--- src/rtl/game_controller.sv ---
// Pong match sequencer: scores, serve timing and ball gating on the pixel clock.
// Optional attract mode after game over is built only when ATTRACT_EN is defined.
module game_controller #(
    parameter int WIN_SCORE      = 11,
    parameter int SERVE_FRAMES   = 60,
    parameter int ATTRACT_FRAMES = 180
) (
    input  logic       clk,
    input  logic       reset,
    input  logic       vblank,
    input  logic       start,
    input  logic       miss_left,
    input  logic       miss_right,
    output logic [3:0] left_score,
    output logic [3:0] right_score,
    output logic       ball_enable,
    output logic       serve_dir,
    output logic       game_over
);

    if (WIN_SCORE < 1 || WIN_SCORE > 15) begin : g_win_range
        $error("WIN_SCORE must be 1..15");
    end
    if (SERVE_FRAMES < 1 || SERVE_FRAMES > 255) begin : g_serve_range
        $error("SERVE_FRAMES must be 1..255");
    end
    if (ATTRACT_FRAMES < 1 || ATTRACT_FRAMES > 255) begin : g_attract_range
        $error("ATTRACT_FRAMES must be 1..255");
    end

    localparam logic [3:0] WIN_N   = 4'(WIN_SCORE);
    localparam logic [7:0] SERVE_N = 8'(SERVE_FRAMES);
`ifdef ATTRACT_EN
    localparam logic [7:0] ATTRACT_N = 8'(ATTRACT_FRAMES);

    typedef enum logic [2:0] {
        S_IDLE, S_SERVE, S_PLAY, S_POINT, S_OVER, S_ATTRACT
    } state_t;
`else
    typedef enum logic [2:0] {
        S_IDLE, S_SERVE, S_PLAY, S_POINT, S_OVER
    } state_t;
`endif

    state_t     state_q;
    logic       armed_q;
    logic       vblank_q;
    logic       start_q;
    logic [7:0] frame_cnt_q;
    logic [3:0] left_q;
    logic [3:0] right_q;
    logic       ball_en_q;
    logic       serve_dir_q;
    logic       game_over_q;

    logic       frame_tick;
    logic       start_edge;
    logic [7:0] frame_cnt_inc;

    function automatic logic [3:0] sat_inc(input logic [3:0] v);
        return (v == 4'hF) ? v : v + 4'd1;
    endfunction

    // armed_q masks the first cycle after reset so a level already high is not an edge
    assign frame_tick    = armed_q & vblank & ~vblank_q;
    assign start_edge    = armed_q & start & ~start_q;
    assign frame_cnt_inc = frame_cnt_q + 8'd1;

    always_ff @(posedge clk or posedge reset) begin
        if (reset) begin
            state_q     <= S_IDLE;
            armed_q     <= 1'b0;
            vblank_q    <= 1'b0;
            start_q     <= 1'b0;
            frame_cnt_q <= 8'd0;
            left_q      <= 4'd0;
            right_q     <= 4'd0;
            ball_en_q   <= 1'b0;
            serve_dir_q <= 1'b0;
            game_over_q <= 1'b0;
        end else begin
            armed_q  <= 1'b1;
            vblank_q <= vblank;
            start_q  <= start;
            case (state_q)
                S_IDLE, S_OVER: begin
                    if (start_edge) begin
                        left_q      <= 4'd0;
                        right_q     <= 4'd0;
                        serve_dir_q <= 1'b0;
                        game_over_q <= 1'b0;
                        frame_cnt_q <= 8'd0;
                        state_q     <= S_SERVE;
                    end
`ifdef ATTRACT_EN
                    else if (state_q == S_OVER && frame_tick) begin
                        frame_cnt_q <= frame_cnt_inc;
                        if (frame_cnt_inc == ATTRACT_N) begin
                            ball_en_q <= 1'b1;
                            state_q   <= S_ATTRACT;
                        end
                    end
`endif
                end
                S_SERVE: begin
                    if (frame_tick) begin
                        frame_cnt_q <= frame_cnt_inc;
                        if (frame_cnt_inc == SERVE_N) begin
                            ball_en_q <= 1'b1;
                            state_q   <= S_PLAY;
                        end
                    end
                end
                S_PLAY: begin
                    // a double miss is a let: nobody scores, serve side kept
                    if (miss_left | miss_right) begin
                        ball_en_q <= 1'b0;
                        state_q   <= S_POINT;
                        if (miss_right && !miss_left) begin
                            left_q      <= sat_inc(left_q);
                            serve_dir_q <= 1'b0;
                        end else if (miss_left && !miss_right) begin
                            right_q     <= sat_inc(right_q);
                            serve_dir_q <= 1'b1;
                        end
                    end
                end
                S_POINT: begin
                    frame_cnt_q <= 8'd0;
                    if (left_q == WIN_N || right_q == WIN_N) begin
                        game_over_q <= 1'b1;
                        state_q     <= S_OVER;
                    end else begin
                        state_q <= S_SERVE;
                    end
                end
`ifdef ATTRACT_EN
                S_ATTRACT: begin
                    if (start_edge) begin
                        left_q      <= 4'd0;
                        right_q     <= 4'd0;
                        serve_dir_q <= 1'b0;
                        game_over_q <= 1'b0;
                        ball_en_q   <= 1'b0;
                        frame_cnt_q <= 8'd0;
                        state_q     <= S_SERVE;
                    end else if (!ball_en_q) begin
                        ball_en_q <= 1'b1;
                    end else if (miss_left | miss_right) begin
                        serve_dir_q <= ~serve_dir_q;
                        ball_en_q   <= 1'b0;
                    end
                end
`endif
                default: state_q <= S_IDLE;
            endcase
        end
    end

    assign left_score  = left_q;
    assign right_score = right_q;
    assign ball_enable = ball_en_q;
    assign serve_dir   = serve_dir_q;
    assign game_over   = game_over_q;

endmodule
--- config.mk ---
export PLATFORM = sky130hd
export DESIGN_NAME = game_controller
export DESIGN_NICKNAME = d
export VERILOG_FILES = /design/src/rtl/game_controller.sv
export SDC_FILE = /design/constraint.sdc
export NUM_CORES = 1
export LEC_CHECK = 0
export CELL_PAD_IN_SITES_DETAIL_PLACEMENT = 1
export CELL_PAD_IN_SITES_GLOBAL_PLACEMENT = 1
export CORE_MARGIN = 3
export CORE_UTILIZATION = 43
export DETAILED_ROUTE_END_ITERATION = 10
export HOLD_SLACK_MARGIN = 0.1
export PLACE_DENSITY_LB_ADDON = 0.2
export SYNTH_ARGS = -nofsm -noshare
export SYNTH_HDL_FRONTEND = slang
export SYNTH_SLANG_ARGS = --single-unit
--- constraint.sdc ---
create_clock -name clk -period 2.5 [get_ports clk]
set_input_delay 0.25 -clock clk [delete_from_list [all_inputs] [get_ports clk]]
set_output_delay 0.25 -clock clk [all_outputs]
set_load 0.005 [all_outputs]
==> run_results.csv <==
group,metric,value,unit
run_status,status,"finished, final reports clean",
floorplanning,io-pin-count,17,
final_layout,filler_cell_count,405,
setup_path,timing.rr.start,"state_q[2]$_DFFE_PP0P_",
route,drt_drc_violations_left,0,
clocking,ctsHoldBuffers,0,
synthesis,ys_async_sr_fraction,1.00,
route,route.top_layer_used,"met4",
route,drt-vias-per-instance,5.82,
setup_path,path_buf_inv,2,
synthesis,synth_enable_flop_cells,0,
synthesis,synth-main-ff-cell,"sky130_fd_sc_hd__dfrtp_1",
power,switching_share,0.322,
power,power.leakage,0.774,nW
setup_path,crit_slowest_cell,"sky130_fd_sc_hd__or4b_4",
power,pwr_density_cell,497,nW/um^2
power,intPower,0.604,mW
synthesis,post_synth_inst_count,167,
global_routing,antenna_violations_before_repair,0,
timing,unrepaired_setup_endpoints_after_global_routing,"no",
place,place.gp.congestion,0.865,
route,met3WireLength,103,um
synthesis,synth_cell_type_count,49,
place,detailed_place_hpwl,2.90,mm
power,power_frac_comb,0.216,
floorplanning,die_x,66.3,um
clocking,clkLatencyLatePin,0.33,ns
power,total_power,0.891,mW
route,via_count,1332,
final_layout,area_growth,14.7,%
synthesis,yosys_warnings,0,
route,drt_iter0_markers,82,
setup_path,worst_r2r_dst,"right_score[1]$_DFFE_PP0P_",
clocking,cts_num_sinks,25,
clocking,tritoncts,"yes",
synthesis,yosysTopAreaCell,"sky130_fd_sc_hd__dfrtp_1",
timing,post-route-min-period,2.02,ns
clocking,htree_levels,1,
timing,setup_total_negative_slack,0,ns
timing,fmaxAchievable,494,MHz
synthesis,synth_fp_nets,180,
route,post_route_met1_wirelength,1.66,mm
setup_path,timing.critical_path.to_type,"flip-flop",
setup_path,critical_path.max_fanout,2,
power,seq_power_share,0.568,
synthesis,synth.top_cell.area_share,0.401,
timing,layout_worst_path_cycle_share,0.809,
setup_path,critical-path-top-delay-family,"simple AND/OR/NAND/NOR gates",
clocking,clock-root-buffer,"sky130_fd_sc_hd__clkbuf_4",
global_routing,first_global_vias,1406,
setup_path,worstPathRequired,2.73,ns
clocking,buffers_inserted_during_post_cts_setup_optimization,0,
final_layout,fin_area,1790,um^2
synthesis,mappedNetlistArea,1560,um^2
final_layout,n_antenna_cell,0,
synthesis,seq_total_area_yosys,0.401,
timing,hold_slack,0.251,ns
floorplanning,initial_utilization,0.457,
power,switchingPower,0.287,mW
timing,final.setup_skew,0.00862,ns
setup_path,crit_type,"input pin to flip-flop",
route,detail_route.wirelength,3.73,mm
setup_path,setup.worst_path.start_class,"input pin",
setup_path,arrival_time_at_the_worst_endpoint,2.25,ns
place,cell_count_after_placement,225,
setup_path,rr_worst_depth,4,
flow_run,drv.max_cap_violation_count,0,
clocking,clock_slew_seen_by_the_registers_of_the_worst_setup_and_hold_paths,0.15,ns
place,post_dp_cell_area,1760,um^2
timing,setup_violations,0,
synthesis,netlist_top_cells_area,"sky130_fd_sc_hd__dfrtp_1, sky130_fd_sc_hd__ha_1, sky130_fd_sc_hd__nand2_1, sky130_fd_sc_hd__o21ai_0, sky130_fd_sc_hd__inv_1",
route,routedWlPerCell,16.3,um
floorplanning,dieHeight,66.3,um
final_layout,layout-drive-gt1-share,0.109,
power,vdd.ir_drop.worst,286,uV
global_routing,grt_max_degree,26,
route,drt-pass1-iter-count,4,
setup_path,crit_chain,"clkdlybuf4s50_1, inv_1, ha_1, or4b_4, nor4_4, nor2_2, mux2_4",
final_layout,final_cell_count_no_fill,229,
synthesis,avgSynthCellArea,9.35,um^2
route,detail-route-antenna-nets,0,
floorplanning,design.core.area,3420,um^2
global_routing,grt_first_pass_wirelength,6.53,mm
clocking,inserted_clock_buffers,3,
floorplanning,num_rows,21,
global_routing,grt_use_total,0.192,
timing,report.final.slew_viol_count,0,
global_routing,globalRoute.totalOverflow,0,
power,clock_group_share_of_total_power,0.215,
synthesis,total_of_flip_flops_plus_latches_after_synthesis,25,
timing,timing_worst_slew_pin_value,0.569,ns
timing,max-slew-margin-rel,0.618,
final_layout,final_net_count,197,
setup_path,critPathMaxStageDelay,0.51,ns
place,portBuffers,16,
clocking,cts-root-to-sink-buffers,2,
setup_path,regToRegSetupSlack,0.54,ns
floorplanning,dieArea,4390,um^2
timing,hold_vio_cnt_final,0,
worst_hold_path,worst_hold_path_type,"input pin to async pin",
clocking,cts-resized-gates,0,
route,wl_met2,1.93,mm
## cells in the final DEF, fill, tap and decap left out, types with 2 or more instances in the layout
master                             n
sky130_fd_sc_hd__dfrtp_1          25
sky130_fd_sc_hd__nand2_1          16
sky130_fd_sc_hd__clkdlybuf4s50_1  16
sky130_fd_sc_hd__o21ai_0          11
sky130_fd_sc_hd__inv_1            10
sky130_fd_sc_hd__nor2_1            8
sky130_fd_sc_hd__ha_1              7
sky130_fd_sc_hd__nand3_1           5
sky130_fd_sc_hd__and3_1            5
sky130_fd_sc_hd__a31oi_1           5
sky130_fd_sc_hd__a21oi_1           4
sky130_fd_sc_hd__nand4_1           4
sky130_fd_sc_hd__buf_4             4
sky130_fd_sc_hd__or2_2             3
sky130_fd_sc_hd__o22ai_1           3
sky130_fd_sc_hd__and2_1            3
sky130_fd_sc_hd__a211o_1           3
sky130_fd_sc_hd__nor2b_1           3
sky130_fd_sc_hd__a22oi_1           3
sky130_fd_sc_hd__clkbuf_4          3
sky130_fd_sc_hd__nand3b_1          2
sky130_fd_sc_hd__a32o_1            2
sky130_fd_sc_hd__and3b_1           2
sky130_fd_sc_hd__nor4_1            2
sky130_fd_sc_hd__nand2b_1          2
sky130_fd_sc_hd__xor2_1            2
sky130_fd_sc_hd__o2bb2ai_1         2
sky130_fd_sc_hd__a2bb2oi_1         2
sky130_fd_sc_hd__nor3_1            2
sky130_fd_sc_hd__a31o_2            2
sky130_fd_sc_hd__mux2i_1           2
## sequential cells by signal (all words and copies together) (netlist names)
name	count
armed_q	1
ball_enable	1
frame_cnt_q	8
game_over	1
left_score	4
right_score	4
serve_dir	1
start_q	1
state_q	3
vblank_q	1
## cell type report
| class | count | area [um^2] | share of cell area |
|---|---|---|---|
| clock buffer | 3 | 22.5 | 0.0126 |
| clock inverter | 1 | 5.00 | 0.00279 |
| inverter | 10 | 37.5 | 0.0209 |
| multi-input combinational | 124 | 853 | 0.476 |
| sequential | 25 | 626 | 0.349 |
| tap | 46 | 57.6 | 0.0321 |
| timing repair buffer | 20 | 190 | 0.106 |
## tightest hold or removal path, stage by stage
cell and delay (ns):
sky130_fd_sc_hd__clkdlybuf4s50_1 0.39, sky130_fd_sc_hd__inv_1 0.05, sky130_fd_sc_hd__buf_4 0.31
## cell usage after synthesis, types with 3 or more instances
master / n
sky130_fd_sc_hd__a211o_1: 3
sky130_fd_sc_hd__a21oi_1: 4
sky130_fd_sc_hd__a22oi_1: 3
sky130_fd_sc_hd__a31oi_1: 5
sky130_fd_sc_hd__and2_1: 3
sky130_fd_sc_hd__and3_1: 5
sky130_fd_sc_hd__clkbuf_1: 6
sky130_fd_sc_hd__dfrtp_1: 25
sky130_fd_sc_hd__ha_1: 7
sky130_fd_sc_hd__inv_1: 10
sky130_fd_sc_hd__nand2_1: 16
sky130_fd_sc_hd__nand3_1: 5
sky130_fd_sc_hd__nand4_1: 4
sky130_fd_sc_hd__nor2_1: 8
sky130_fd_sc_hd__nor2b_1: 3
sky130_fd_sc_hd__o21ai_0: 11
sky130_fd_sc_hd__o22ai_1: 3
sky130_fd_sc_hd__or2_2: 3
## power groups by stage
stage | registers [mW] | logic, mW | clock network, mW
after global routing | 0.517 | 0.220 | 0.220
after global placement | 0.511 | 0.183 | 0
after detailed placement | 0.515 | 0.194 | 0
after floorplan | 0.487 | 0.140 | 0
after CTS | 0.507 | 0.196 | 0.199
final | 0.506 | 0.193 | 0.192
## logic make-up (layout without fill, tap and decap cells)
logic type / count (synthesis) / after routing / share of synthesized area
AO/OA/AOI/OAI: 44 / 44 / 0.196
XOR/XNOR: 2 / 2 / 0.0112
adder cells (fa/ha/maj): 7 / 7 / 0.0561
buffers and inverters: 18 / 34 / 0.0529
flip-flops: 25 / 25 / 0.401
multiplexers: 4 / 4 / 0.0296
other: 1 / 1 / 0.00240
AND/OR/NAND/NOR: 66 / 66 / 0.252
## layer usage
metal	vias to the layer above	GRT usage
met3	5	0.0204
li1	638	-
met4	0	0.0533
met2	16	0.343
met5	-	0
met1	673	0.243
## metrics by stage
step / utilization / setup slack (ns)
floorplan: - / 0.621
global placement: 0.516 / 0.159
detailed placement: 0.516 / 0.123
CTS: 0.525 / 0.473
global route: 0.525 / 0.421
finish: 0.525 / 0.477
## worst max-delay path by stage
stage | from | cells after the start | end
after detailed placement | miss_left | 7 | right_score[1]$_DFFE_PP0P_
after floorplan | miss_left | 6 | right_score[1]$_DFFE_PP0P_
after global routing | miss_left | 7 | right_score[1]$_DFFE_PP0P_
after CTS | miss_left | 7 | right_score[1]$_DFFE_PP0P_
after global placement | miss_left | 7 | right_score[1]$_DFFE_PP0P_
final | miss_left | 7 | right_score[1]$_DFFE_PP0P_
(Power assumes the default switching activity.)
